`src/rtl/scroll_pkg.sv`:
```
// Shared constants for the scroll controller: default geometry, step-counter
// width and FSM state encodings.
// Optional feature macro: SCROLL_LEFT_EN (see scroll_step_calc).
package scroll_pkg;

  localparam int unsigned W_DEF          = 10;
  localparam int unsigned BG_MAX_DEF     = 325;
  localparam int unsigned RIGHT_EDGE_DEF = 270;
  localparam int unsigned LEFT_EDGE_DEF  = 90;
  localparam int unsigned MAX_STEP_DEF   = 4;
  localparam int unsigned STEP_CW_DEF    = $clog2(MAX_STEP_DEF + 1);

  // FSM state encodings
  localparam logic [2:0] S_IDLE = 3'd0;
  localparam logic [2:0] S_EVAL = 3'd1;
  localparam logic [2:0] S_STEP = 3'd2;
  localparam logic [2:0] S_DONE = 3'd3;
  localparam logic [2:0] S_SNAP = 3'd4;

endpackage

```
`src/rtl/scroll_ctrl_if.sv`:
```
// Game-logic <-> camera bus.
//   frame_tick, char_X, lock, snap_req, snap_pos : game logic -> camera
//   snap_ack, bg_pos, scroll_valid, scroll_dir   : camera -> game/renderer
// master = game-logic side, slave = scroll_ctrl.
interface scroll_ctrl_if
  import scroll_pkg::*;
#(
  parameter int unsigned W = W_DEF
);
  logic         frame_tick;
  logic [W-1:0] char_X;
  logic         lock;
  logic         snap_req;
  logic [W-1:0] snap_pos;
  logic         snap_ack;
  logic [W-1:0] bg_pos;
  logic         scroll_valid;
  logic         scroll_dir;

  modport master (
    output frame_tick, char_X, lock, snap_req, snap_pos,
    input  snap_ack, bg_pos, scroll_valid, scroll_dir
  );

  modport slave (
    input  frame_tick, char_X, lock, snap_req, snap_pos,
    output snap_ack, bg_pos, scroll_valid, scroll_dir
  );
endinterface

```
`src/rtl/scroll_step_calc.sv`:
```
// Combinational dead-zone evaluation: returns the clamped per-frame scroll
// step and its direction (1 = right, 0 = left).
//   bg_pos, char_X : current background offset and character position
//   step_c, dir_c  : step size (0 = no scroll) and direction
// Left scrolling is only built when SCROLL_LEFT_EN is defined.
module scroll_step_calc
  import scroll_pkg::*;
#(
  parameter int unsigned W          = W_DEF,
  parameter int unsigned BG_MAX     = BG_MAX_DEF,
  parameter int unsigned RIGHT_EDGE = RIGHT_EDGE_DEF,
  parameter int unsigned MAX_STEP   = MAX_STEP_DEF
`ifdef SCROLL_LEFT_EN
  ,
  parameter int unsigned LEFT_EDGE  = LEFT_EDGE_DEF
`endif
) (
  input  logic [W-1:0]                     bg_pos,
  input  logic [W-1:0]                     char_X,
  output logic [$clog2(MAX_STEP + 1)-1:0]  step_c,
  output logic                             dir_c
);

  localparam int unsigned CW = $clog2(MAX_STEP + 1);

  function automatic logic [W:0] min2(input logic [W:0] a, input logic [W:0] b);
    return (a < b) ? a : b;
  endfunction

  // One extra bit so edge sums never wrap
  logic [W:0] bg_x;
  logic [W:0] ch_x;
  logic [W:0] r_lim;
  logic [W:0] step_w;

  assign bg_x  = {1'b0, bg_pos};
  assign ch_x  = {1'b0, char_X};
  assign r_lim = bg_x + (W+1)'(RIGHT_EDGE);

`ifdef SCROLL_LEFT_EN
  logic [W:0] l_lim;
  assign l_lim = bg_x + (W+1)'(LEFT_EDGE);
`endif

  // Right check first: it wins if both edges are crossed
  always_comb begin
    step_w = '0;
    dir_c  = 1'b1;
    if (ch_x > r_lim) begin
      step_w = min2(min2(ch_x - r_lim, (W+1)'(MAX_STEP)),
                    (W+1)'(BG_MAX) - bg_x);
      dir_c  = 1'b1;
    end
`ifdef SCROLL_LEFT_EN
    else if ((bg_x != '0) && (ch_x < l_lim)) begin
      step_w = min2(min2(l_lim - ch_x, (W+1)'(MAX_STEP)), bg_x);
      dir_c  = 1'b0;
    end
`endif
  end

  // step_w never exceeds MAX_STEP, so the narrowing is lossless
  assign step_c = CW'(step_w);

endmodule

```
`src/rtl/scroll_ctrl.sv`:
```
// Frame-synchronous camera controller. Once per frame it evaluates the
// character against the dead-zone edges and walks bg_pos one pixel per
// cycle, or snaps it to a requested position; lock freezes evaluation.
//   sys_clk, rst : clock and synchronous active-high reset
//   bus          : scroll_ctrl_if slave (tick/char/lock/snap in,
//                  bg_pos/snap_ack/scroll_valid/scroll_dir out, all registered)
// Optional feature macro: SCROLL_LEFT_EN enables leftward scrolling.
module scroll_ctrl
  import scroll_pkg::*;
#(
  parameter int unsigned W          = W_DEF,
  parameter int unsigned BG_MAX     = BG_MAX_DEF,
  parameter int unsigned RIGHT_EDGE = RIGHT_EDGE_DEF,
  parameter int unsigned MAX_STEP   = MAX_STEP_DEF
`ifdef SCROLL_LEFT_EN
  ,
  parameter int unsigned LEFT_EDGE  = LEFT_EDGE_DEF
`endif
) (
  input logic           sys_clk,
  input logic           rst,
  scroll_ctrl_if.slave  bus
);

  localparam int unsigned CW = $clog2(MAX_STEP + 1);

  logic [2:0]    state_q, state_d;
  logic [W-1:0]  bg_q, bg_d;
  logic [CW-1:0] cnt_q, cnt_d;
  logic          dir_q, dir_d;
  logic          ack_q, ack_d;
  logic          valid_q, valid_d;
  logic          sdir_q, sdir_d;

  logic [CW-1:0] calc_step_c;
  logic          calc_dir_c;

  scroll_step_calc #(
    .W          (W),
    .BG_MAX     (BG_MAX),
    .RIGHT_EDGE (RIGHT_EDGE),
    .MAX_STEP   (MAX_STEP)
`ifdef SCROLL_LEFT_EN
    ,
    .LEFT_EDGE  (LEFT_EDGE)
`endif
  ) u_calc (
    .bg_pos (bg_q),
    .char_X (bus.char_X),
    .step_c (calc_step_c),
    .dir_c  (calc_dir_c)
  );

  // State and output registers
  always_ff @(posedge sys_clk) begin
    if (rst) begin
      state_q <= S_IDLE;
      bg_q    <= '0;
      cnt_q   <= '0;
      dir_q   <= 1'b0;
      ack_q   <= 1'b0;
      valid_q <= 1'b0;
      sdir_q  <= 1'b0;
    end else begin
      state_q <= state_d;
      bg_q    <= bg_d;
      cnt_q   <= cnt_d;
      dir_q   <= dir_d;
      ack_q   <= ack_d;
      valid_q <= valid_d;
      sdir_q  <= sdir_d;
    end
  end

  // Next-state and next-output logic
  always_comb begin
    state_d = state_q;
    bg_d    = bg_q;
    cnt_d   = cnt_q;
    dir_d   = dir_q;
    ack_d   = 1'b0;
    valid_d = 1'b0;
    sdir_d  = sdir_q;
    case (state_q)
      S_IDLE: begin
        // Ticks outside IDLE are ignored; snap beats lock beats evaluate
        if (bus.frame_tick) begin
          if (bus.snap_req)  state_d = S_SNAP;
          else if (!bus.lock) state_d = S_EVAL;
        end
      end
      S_EVAL: begin
        if (calc_step_c == '0) begin
          state_d = S_IDLE;
        end else begin
          cnt_d   = calc_step_c;
          dir_d   = calc_dir_c;
          state_d = S_STEP;
        end
      end
      S_STEP: begin
        bg_d  = dir_q ? (bg_q + W'(1)) : (bg_q - W'(1));
        cnt_d = cnt_q - CW'(1);
        if (cnt_q <= CW'(1)) state_d = S_DONE;
      end
      S_DONE: begin
        valid_d = 1'b1;
        sdir_d  = dir_q;
        state_d = S_IDLE;
      end
      S_SNAP: begin
        bg_d    = (bus.snap_pos > W'(BG_MAX)) ? W'(BG_MAX) : bus.snap_pos;
        ack_d   = 1'b1;
        state_d = S_IDLE;
      end
      default: state_d = S_IDLE;
    endcase
  end

  assign bus.bg_pos       = bg_q;
  assign bus.snap_ack     = ack_q;
  assign bus.scroll_valid = valid_q;
  assign bus.scroll_dir   = sdir_q;

endmodule
```
`src/flat_wrapper.sv`:
```
// flat-port wrapper written by rule: the top's interface ports become plain ports
module scroll_ctrl_flat import scroll_pkg::*;
#(
  parameter int unsigned W          = W_DEF,
  parameter int unsigned BG_MAX     = BG_MAX_DEF,
  parameter int unsigned RIGHT_EDGE = RIGHT_EDGE_DEF,
  parameter int unsigned MAX_STEP   = MAX_STEP_DEF

)
  (sys_clk, rst, bus_frame_tick, bus_char_X, bus_lock, bus_snap_req, bus_snap_pos, bus_snap_ack, bus_bg_pos, bus_scroll_valid, bus_scroll_dir);
  scroll_ctrl_if #(.W(W)) bus_i ();
  input logic sys_clk;
  input logic rst;
  input wire logic [$bits(bus_i.frame_tick)-1:0] bus_frame_tick;
  input wire logic [$bits(bus_i.char_X)-1:0] bus_char_X;
  input wire logic [$bits(bus_i.lock)-1:0] bus_lock;
  input wire logic [$bits(bus_i.snap_req)-1:0] bus_snap_req;
  input wire logic [$bits(bus_i.snap_pos)-1:0] bus_snap_pos;
  output wire logic [$bits(bus_i.snap_ack)-1:0] bus_snap_ack;
  output wire logic [$bits(bus_i.bg_pos)-1:0] bus_bg_pos;
  output wire logic [$bits(bus_i.scroll_valid)-1:0] bus_scroll_valid;
  output wire logic [$bits(bus_i.scroll_dir)-1:0] bus_scroll_dir;
  assign bus_i.frame_tick = bus_frame_tick;
  assign bus_i.char_X = bus_char_X;
  assign bus_i.lock = bus_lock;
  assign bus_i.snap_req = bus_snap_req;
  assign bus_i.snap_pos = bus_snap_pos;
  assign bus_snap_ack = bus_i.snap_ack;
  assign bus_bg_pos = bus_i.bg_pos;
  assign bus_scroll_valid = bus_i.scroll_valid;
  assign bus_scroll_dir = bus_i.scroll_dir;
  scroll_ctrl #(.W(W), .BG_MAX(BG_MAX), .RIGHT_EDGE(RIGHT_EDGE), .MAX_STEP(MAX_STEP)) u_core (.sys_clk(sys_clk), .rst(rst), .bus(bus_i));
endmodule
```
`config.mk`:
```
export PLATFORM = sky130hd
export DESIGN_NAME = scroll_ctrl_flat
export DESIGN_NICKNAME = d
export VERILOG_FILES = /design/src/rtl/scroll_pkg.sv /design/src/rtl/scroll_ctrl_if.sv /design/src/rtl/scroll_step_calc.sv /design/src/rtl/scroll_ctrl.sv /design/src/flat_wrapper.sv
export SDC_FILE = /design/constraint.sdc
export NUM_CORES = 1
export LEC_CHECK = 0
export ABC_AREA = 1
export CAP_MARGIN = 20
export CORE_ASPECT_RATIO = 1.4
export CORE_MARGIN = 8
export CORE_UTILIZATION = 58
export CTS_BUF_LIST = sky130_fd_sc_hd__clkbuf_4 sky130_fd_sc_hd__clkbuf_8
export DETAILED_ROUTE_END_ITERATION = 10
export GPL_TIMING_DRIVEN = 0
export PLACE_DENSITY = 0.85
export SYNTH_ARGS = -nofsm -noshare
export SYNTH_HDL_FRONTEND = slang
export SYNTH_HIERARCHICAL = 1
export SYNTH_SLANG_ARGS = --single-unit
```
`constraint.sdc`:
```
create_clock -name sys_clk -period 4.6 [get_ports sys_clk]
set_input_delay 0.92 -clock sys_clk [delete_from_list [all_inputs] [get_ports sys_clk]]
set_output_delay 0.92 -clock sys_clk [all_outputs]
set_load 0.005 [all_outputs]
```
==> impl_metrics.env, run 1 <==
export IMPL_slowest_stage="clkdlybuf4s50_1"
export IMPL_n_fill_cell=404
export IMPL_synth_top_area_share_pct=18.5
export IMPL_synth_most_common_cell="nand2_1"
export IMPL_gp_congestion=0.897
export IMPL_crit_arrival_ns=4.53
export IMPL_cts_tree="yes"
export IMPL_io_pin_count=38
export IMPL_dp_hpwl_um=5800
export IMPL_crit_type="input port to register"
export IMPL_finalSetupViolCount=0
export IMPL_final_hold_violation_count=0
export IMPL_die_h_um=97.7
export IMPL_track_usage_pct=19.8
export IMPL_path_clk_slew_ns=0.07
export IMPL_regArea_sq_um=405
export IMPL_tightest_slew_ns=0.634
export IMPL_worstPathMaxFanout=6
export IMPL_drt_iter0_markers=83
export IMPL_critPathMaxStageDelay_ns=0.45
export IMPL_grt_max_degree=13
export IMPL_clockRootBuffer="clkbuf_8"
export IMPL_power_w=0.00132
export IMPL_drt_pass1_iterations=4
export IMPL_end_kind="register"
export IMPL_critPathLaunchType="input port"
export IMPL_dpl_cell_area_sq_mm=0.00323
export IMPL_antenna_cells=0
export IMPL_worstSetupStartpoint="bus_char_X[0]"
export IMPL_netlist_instances=455
export IMPL_holdCritPathClass="register to register"
export IMPL_numCtsBuffers=3
export IMPL_period_needed_ns=4.36
export IMPL_ys_seq_elements=20
export IMPL_setup_tns_ns=0
export IMPL_multiInputGateArea_sq_mm=0.00208
export IMPL_yosysTopAreaCell="nand2_1"
export IMPL_ys_top_cells_by_count="nand2_1, inv_1, nor2_1"
export IMPL_io_buffers=36
export IMPL_layout_drive_gt1_share_pct=11.1
export IMPL_max_freq_mhz=229
export IMPL_max_slew_margin_pct=57.4
export IMPL_period_share_pct=94.8
export IMPL_area_growth_pct=21.9
export IMPL_drv_cap=0
export IMPL_synth_edf_count=0
export IMPL_cp_data_required_time_ns=4.78
export IMPL_min_from="u_core/cnt_q[2]"
export IMPL_fin_skew_ns=0.00174
export IMPL_synth_area_top_cells="nand2_1, dfxtp_1, ha_1, inv_1, nor2_1"
export IMPL_die_w_um=74.3
export IMPL_ir_drop_mv=0.273
export IMPL_dieArea_sq_mm=0.00726
export IMPL_r2r_start="u_core/bus.bg_pos[1]"
export IMPL_grt_pass1_wl_um=11900
export IMPL_initial_utilization_pct=60.4
export IMPL_async_flop_share_pct=0
export IMPL_synth_main_ff_cell="dfxtp_1"
export IMPL_status="finished, final reports clean"
export IMPL_core_sq_mm=0.00457
export IMPL_powerDensity_mw_per_mm2=391
export IMPL_ys_warn_count=6
export IMPL_cts_hold_buffers=0
export IMPL_maxSlewViolCount=0
export IMPL_avgSynthCellArea_sq_um=6.07
export IMPL_cts_max_path_buffers=2
export IMPL_crit_top_cell="nand2_1"
export IMPL_wire_per_inst_um=12.4
export IMPL_synth_cell_types=40
export IMPL_grt_pass1_vias=2893
export IMPL_grt_ovfl_total=0
export IMPL_yosysSeqAreaShare_pct=14.5
export IMPL_stdcell_area_sq_mm=0.00337
export IMPL_p_leak_nw=1.74
export IMPL_antenna_found_initial=0
export IMPL_cts_sinks=20
export IMPL_nets=566
export IMPL_vias=2966
export IMPL_hold_slack_ns=0.501
export IMPL_rows=29
export IMPL_htreeDepth=1
export IMPL_postRouteAntennaNets=0
export IMPL_via_per_inst=5.22
export IMPL_clk_latency_ns=0.26
export IMPL_drc=0
export IMPL_finalWirelength_um=7060
export IMPL_synth_area_sq_mm=0.00276
cell families (layout without fill, tap and decap cells):
kind of cell,count (synthesis),count (layout),synth area share [%]
flip-flops,20,20,14.5
AND/OR/NAND/NOR,239,239,38.5
AO/OA/AOI/OAI,62,62,13.3
buffers and inverters,81,125,12.1
XOR/XNOR,17,17,5.39
other,2,9,0.272
adder cells (fa/ha/maj),34,34,15.9
what timing repair did:
action	CTS	global route
gates resized for setup	0	13
setup endpoints to repair	0	5
hold endpoints to repair	0	0
buffers inserted	0	4
layer usage:
metal	vias up	wire (um)	part of all wire [%]	GRT usage, %
met3	20	247	3.5	2.89
met5	-	0	0	0
met1	1320	2880	41	20.2
met4	0	218	3.1	8.79
li1	1546	-	-	-
met2	80	3710	53	37.1
path summary, 6_finish.rpt:
kind / to / slack, ns / depth (start not counted)
max: u_core/cnt_q[1] / 0.24 / 29
min: u_core/cnt_q[2] / 0.50 / 2
max reg2reg: u_core/cnt_q[1] / 0.30 / 33
min reg2reg: u_core/cnt_q[2] / 0.50 / 2
final cells by class:
cell class | count | share of cell area, %
flip-flops and latches | 20 | 12.0
plain buffers | 4 | 1.30
well taps | 62 | 2.30
clock buffers | 3 | 1.23
repair buffers | 40 | 11.6
multi-input cells | 361 | 61.9
clock inverters | 1 | 0.892
inverters | 77 | 8.77
layout by cell type (no fill, tap or decap), types with 2 or more instances in the layout:
cell,n
nand2_1,135
inv_1,70
clkdlybuf4s50_1,36
nor2_1,35
ha_1,32
nand3_1,26
a21oi_1,24
o21ai_0,18
dfxtp_1,18
xor2_1,14
nand2_2,10
nor2_2,9
conb_1,9
nor3_1,7
nand4_1,6
buf_4,5
inv_2,5
clkbuf_8,4
a21oi_2,4
o21bai_1,3
nand3b_1,3
xnor2_1,3
buf_6,2
o21ai_1,2
o21ai_2,2
a21o_1,2
fa_1,2
nand3_2,2
worst max-delay path, delay by kind of cell:
kind,cells,cell delay [ns]
AND/OR/NAND/NOR,20,1.76
adder cells (fa/ha/maj),3,0.84
buffers and inverters,4,0.65
AO/OA/AOI/OAI,2,0.36
through the flow:
stage	utilization [%]	worst slack, ns	cells
3_3_place_gp	70.6	0.129	560
4_1_cts	72.1	0.0695	564
6_report	73.7	0.241	568
5_1_grt	73.7	-0.0713	568
3_5_place_dp	70.6	0.0248	560
2_1_floorplan	-	0.780	462
flip-flops by register name, summed over array words and instances, names as in the netlist:
register,cells
u_core/dir_q,1
u_core/bus.bg_pos,10
u_core/bus.scroll_dir,1
u_core/bus.snap_ack,1
u_core/state_q,3
u_core/bus.scroll_valid,1
u_core/cnt_q,3
where the power goes:
group	switching [W]	leakage [nW]	internal, W
Clock	0.0000572	0.0357	0.000116
Sequential	0.0000392	0.164	0.000199
Combinational	0.000544	1.54	0.000361
Total	0.000640	1.74	0.000676
Note: power is estimated with default switching activity, not from simulation.
==> run 2: changes to the inputs <==
Settings changed: CORE_MARGIN 8 to 5.
==> run 2 against run 1 <==
  * Clock skew increased by 0.0041 ns
  * Largest power group unchanged
  * Clock-buffer cell count unchanged
  * Critical endpoint unchanged
  * First-iteration DRC count increased by 39%
  * Largest cell class unchanged
  * Critical path type is now register to register
  * Clock power increased by 2%
  * Core utilization down 0.41 points
  * Wire length decreased by 0.13%
  * Sequential share of layout area grew 0.067 points
  * Power increased by 0.66%
  * Global-route usage grew 3.0 points
==> impl_metrics.env, run 2 (synthesized netlist as in run 1, its figures left out) <==
export IMPL_critPathLaunchType="register"
export IMPL_crit_top_cell="nand2_1"
export IMPL_r2r_end="u_core/cnt_q[1]"
export IMPL_numCtsBuffers=3
export IMPL_dieArea_sq_mm=0.00626
export IMPL_fin_skew_ns=0.00581
export IMPL_holdCritPathClass="register to register"
export IMPL_grt_pass1_vias=2900
export IMPL_power_w=0.00133
export IMPL_tightest_slew_ns=0.614
export IMPL_drc=0
export IMPL_maxSlewViolCount=0
export IMPL_period_share_pct=93.0
export IMPL_grt_max_degree=13
export IMPL_via_per_inst=5.23
export IMPL_p_switching_w=0.000652
export IMPL_worstHoldEndpoint="u_core/cnt_q[2]"
export IMPL_n_fill_cell=416
export IMPL_critPathMaxStageDelay_ns=0.42
export IMPL_grt_ovfl_total=0
export IMPL_regArea_sq_um=405
export IMPL_cts_sinks=20
export IMPL_slowest_stage="dfxtp_4"
export IMPL_ir_drop_mv=0.266
export IMPL_core_sq_mm=0.00457
export IMPL_worstPathMaxFanout=7
export IMPL_grt_pass1_wl_um=11400
export IMPL_cp_data_required_time_ns=4.79
export IMPL_vias=2956
export IMPL_clkPwrFrac_pct=13.4
export IMPL_period_needed_ns=4.28
export IMPL_final_common_cell="nand2_1"
export IMPL_status="finished, final reports clean"
export IMPL_finalWirelength_um=7050
export IMPL_initial_utilization_pct=60.4
export IMPL_cts_tree="yes"
export IMPL_layout_drive_gt1_share_pct=10.9
export IMPL_gp_congestion=0.915
export IMPL_largest_reg_flops=10
export IMPL_cts_max_path_buffers=2
export IMPL_path_clk_slew_ns=0.08
export IMPL_multiInputGateArea_sq_mm=0.00209
export IMPL_swShare_pct=49.2
export IMPL_final_util_pct=73.3
export IMPL_die_w_um=68.3
export IMPL_min_from="u_core/cnt_q[2]"
export IMPL_postRouteAntennaNets=0
export IMPL_io_pin_count=38
export IMPL_worstRegToRegCells=32
export IMPL_die_h_um=91.7
export IMPL_clockRootBuffer="clkbuf_8"
export IMPL_crit_type="register to register"
export IMPL_io_buffers=36
export IMPL_end_kind="register"
export IMPL_p_leak_nw=1.72
export IMPL_htreeDepth=1
export IMPL_powerDensity_mw_per_mm2=396
export IMPL_comb_power_share_pct=68.6
export IMPL_antenna_found_initial=0
export IMPL_rrSetupSlack_ns=0.32
export IMPL_seqPwrFrac_pct=18.1
export IMPL_final_hold_violation_count=0
export IMPL_p_int_w=0.000674
export IMPL_r2r_start="u_core/bus.bg_pos[1]"
export IMPL_finalSetupViolCount=0
export IMPL_max_slew_margin_pct=58.8
export IMPL_nets=563
export IMPL_wire_per_inst_um=12.5
export IMPL_dp_hpwl_um=5720
export IMPL_antenna_cells=0
export IMPL_clk_latency_ns=0.26
export IMPL_drt_pass1_iterations=4
export IMPL_max_freq_mhz=234
export IMPL_drt_iter0_markers=115
export IMPL_cts_hold_buffers=0
export IMPL_drv_cap=0
export IMPL_mostFrequentLayoutCells="nand2_1, inv_1, clkdlybuf4s50_1"
export IMPL_crit_arrival_ns=4.46
export IMPL_hold_path_depth=2
export IMPL_rows=29
export IMPL_track_usage_pct=22.8
export IMPL_area_growth_pct=21.2
export IMPL_hold_slack_ns=0.509
## run 2: cell count changes in the layout (fill, tap and decap cells not counted)
cell,previous run,this run
a21oi_2,4,3
buf_4,5,2
nand2_1,135,134
fa_1,2,1
ha_1,32,31
fa_2,0,1
nand2_2,10,11
a21oi_1,24,25
ha_2,0,1
## run 2: power groups by stage
stage	logic, W	clock network, W	registers [W]
detailed placement	0.000864	0	0.000241
global placement	0.000833	0	0.000241
CTS	0.000873	0.000179	0.000238
floorplan	0.000671	0	0.000231
global route	0.00102	0.000186	0.000245
finish	0.000909	0.000177	0.000239
## run 2: through the flow
stage / cells / setup WS (ns) / TNS (ns) / instance area [sq um]
after floorplan: 462 / 0.780 / 0 / 2790
after global placement: 560 / 0.118 / 0 / 3230
after detailed placement: 560 / -0.0104 / -0.0104 / 3230
after CTS: 564 / 0.0388 / 0 / 3300
after global routing: 565 / -0.0117 / -0.0216 / 3350
final: 565 / 0.324 / 0 / 3350
## run 2: worst max path at each step
stage | end | depth (start not counted) | startpoint
global placement | u_core/cnt_q[0] | 30 | bus_char_X[0]
global route | u_core/cnt_q[1] | 33 | u_core/bus.bg_pos[1]
floorplan | u_core/cnt_q[0] | 32 | u_core/bus.bg_pos[1]
detailed placement | u_core/cnt_q[0] | 29 | bus_char_X[0]
CTS | u_core/cnt_q[0] | 33 | u_core/bus.bg_pos[1]
finish | u_core/cnt_q[1] | 32 | u_core/bus.bg_pos[1]
## run 2: layout make-up
type	instances	area share, %
plain buffers	4	1.31
clock buffers	3	1.23
clock inverters	1	0.897
inverters	77	8.82
multi-input cells	361	62.3
flip-flops and latches	20	12.1
well taps	62	2.32
repair buffers	37	11.0
## run 2: critical path: cells and delay by family, from the launching register on
kind,cells,cell delay (ns)
AND/OR/NAND/NOR,20,1.90
adder cells (fa/ha/maj),3,0.82
buffers and inverters,4,0.26
AO/OA/AOI/OAI,5,0.80
flip-flops,1,0.42
## run 2: routing by layer
metal | up-vias | GRT usage, % | wire [um]
met4 | 0 | 9.78 | 191
met2 | 66 | 45.5 | 3790
met5 | - | 0 | 0
met1 | 1330 | 21.9 | 2850
met3 | 17 | 2.57 | 216
li1 | 1543 | - | -
## run 2: what timing repair did
item	4_1_cts	5_1_grt
endpoints found under the hold margin	0	0
setup buffers	0	1
endpoints found under the setup margin	0	5
resized for setup	0	15
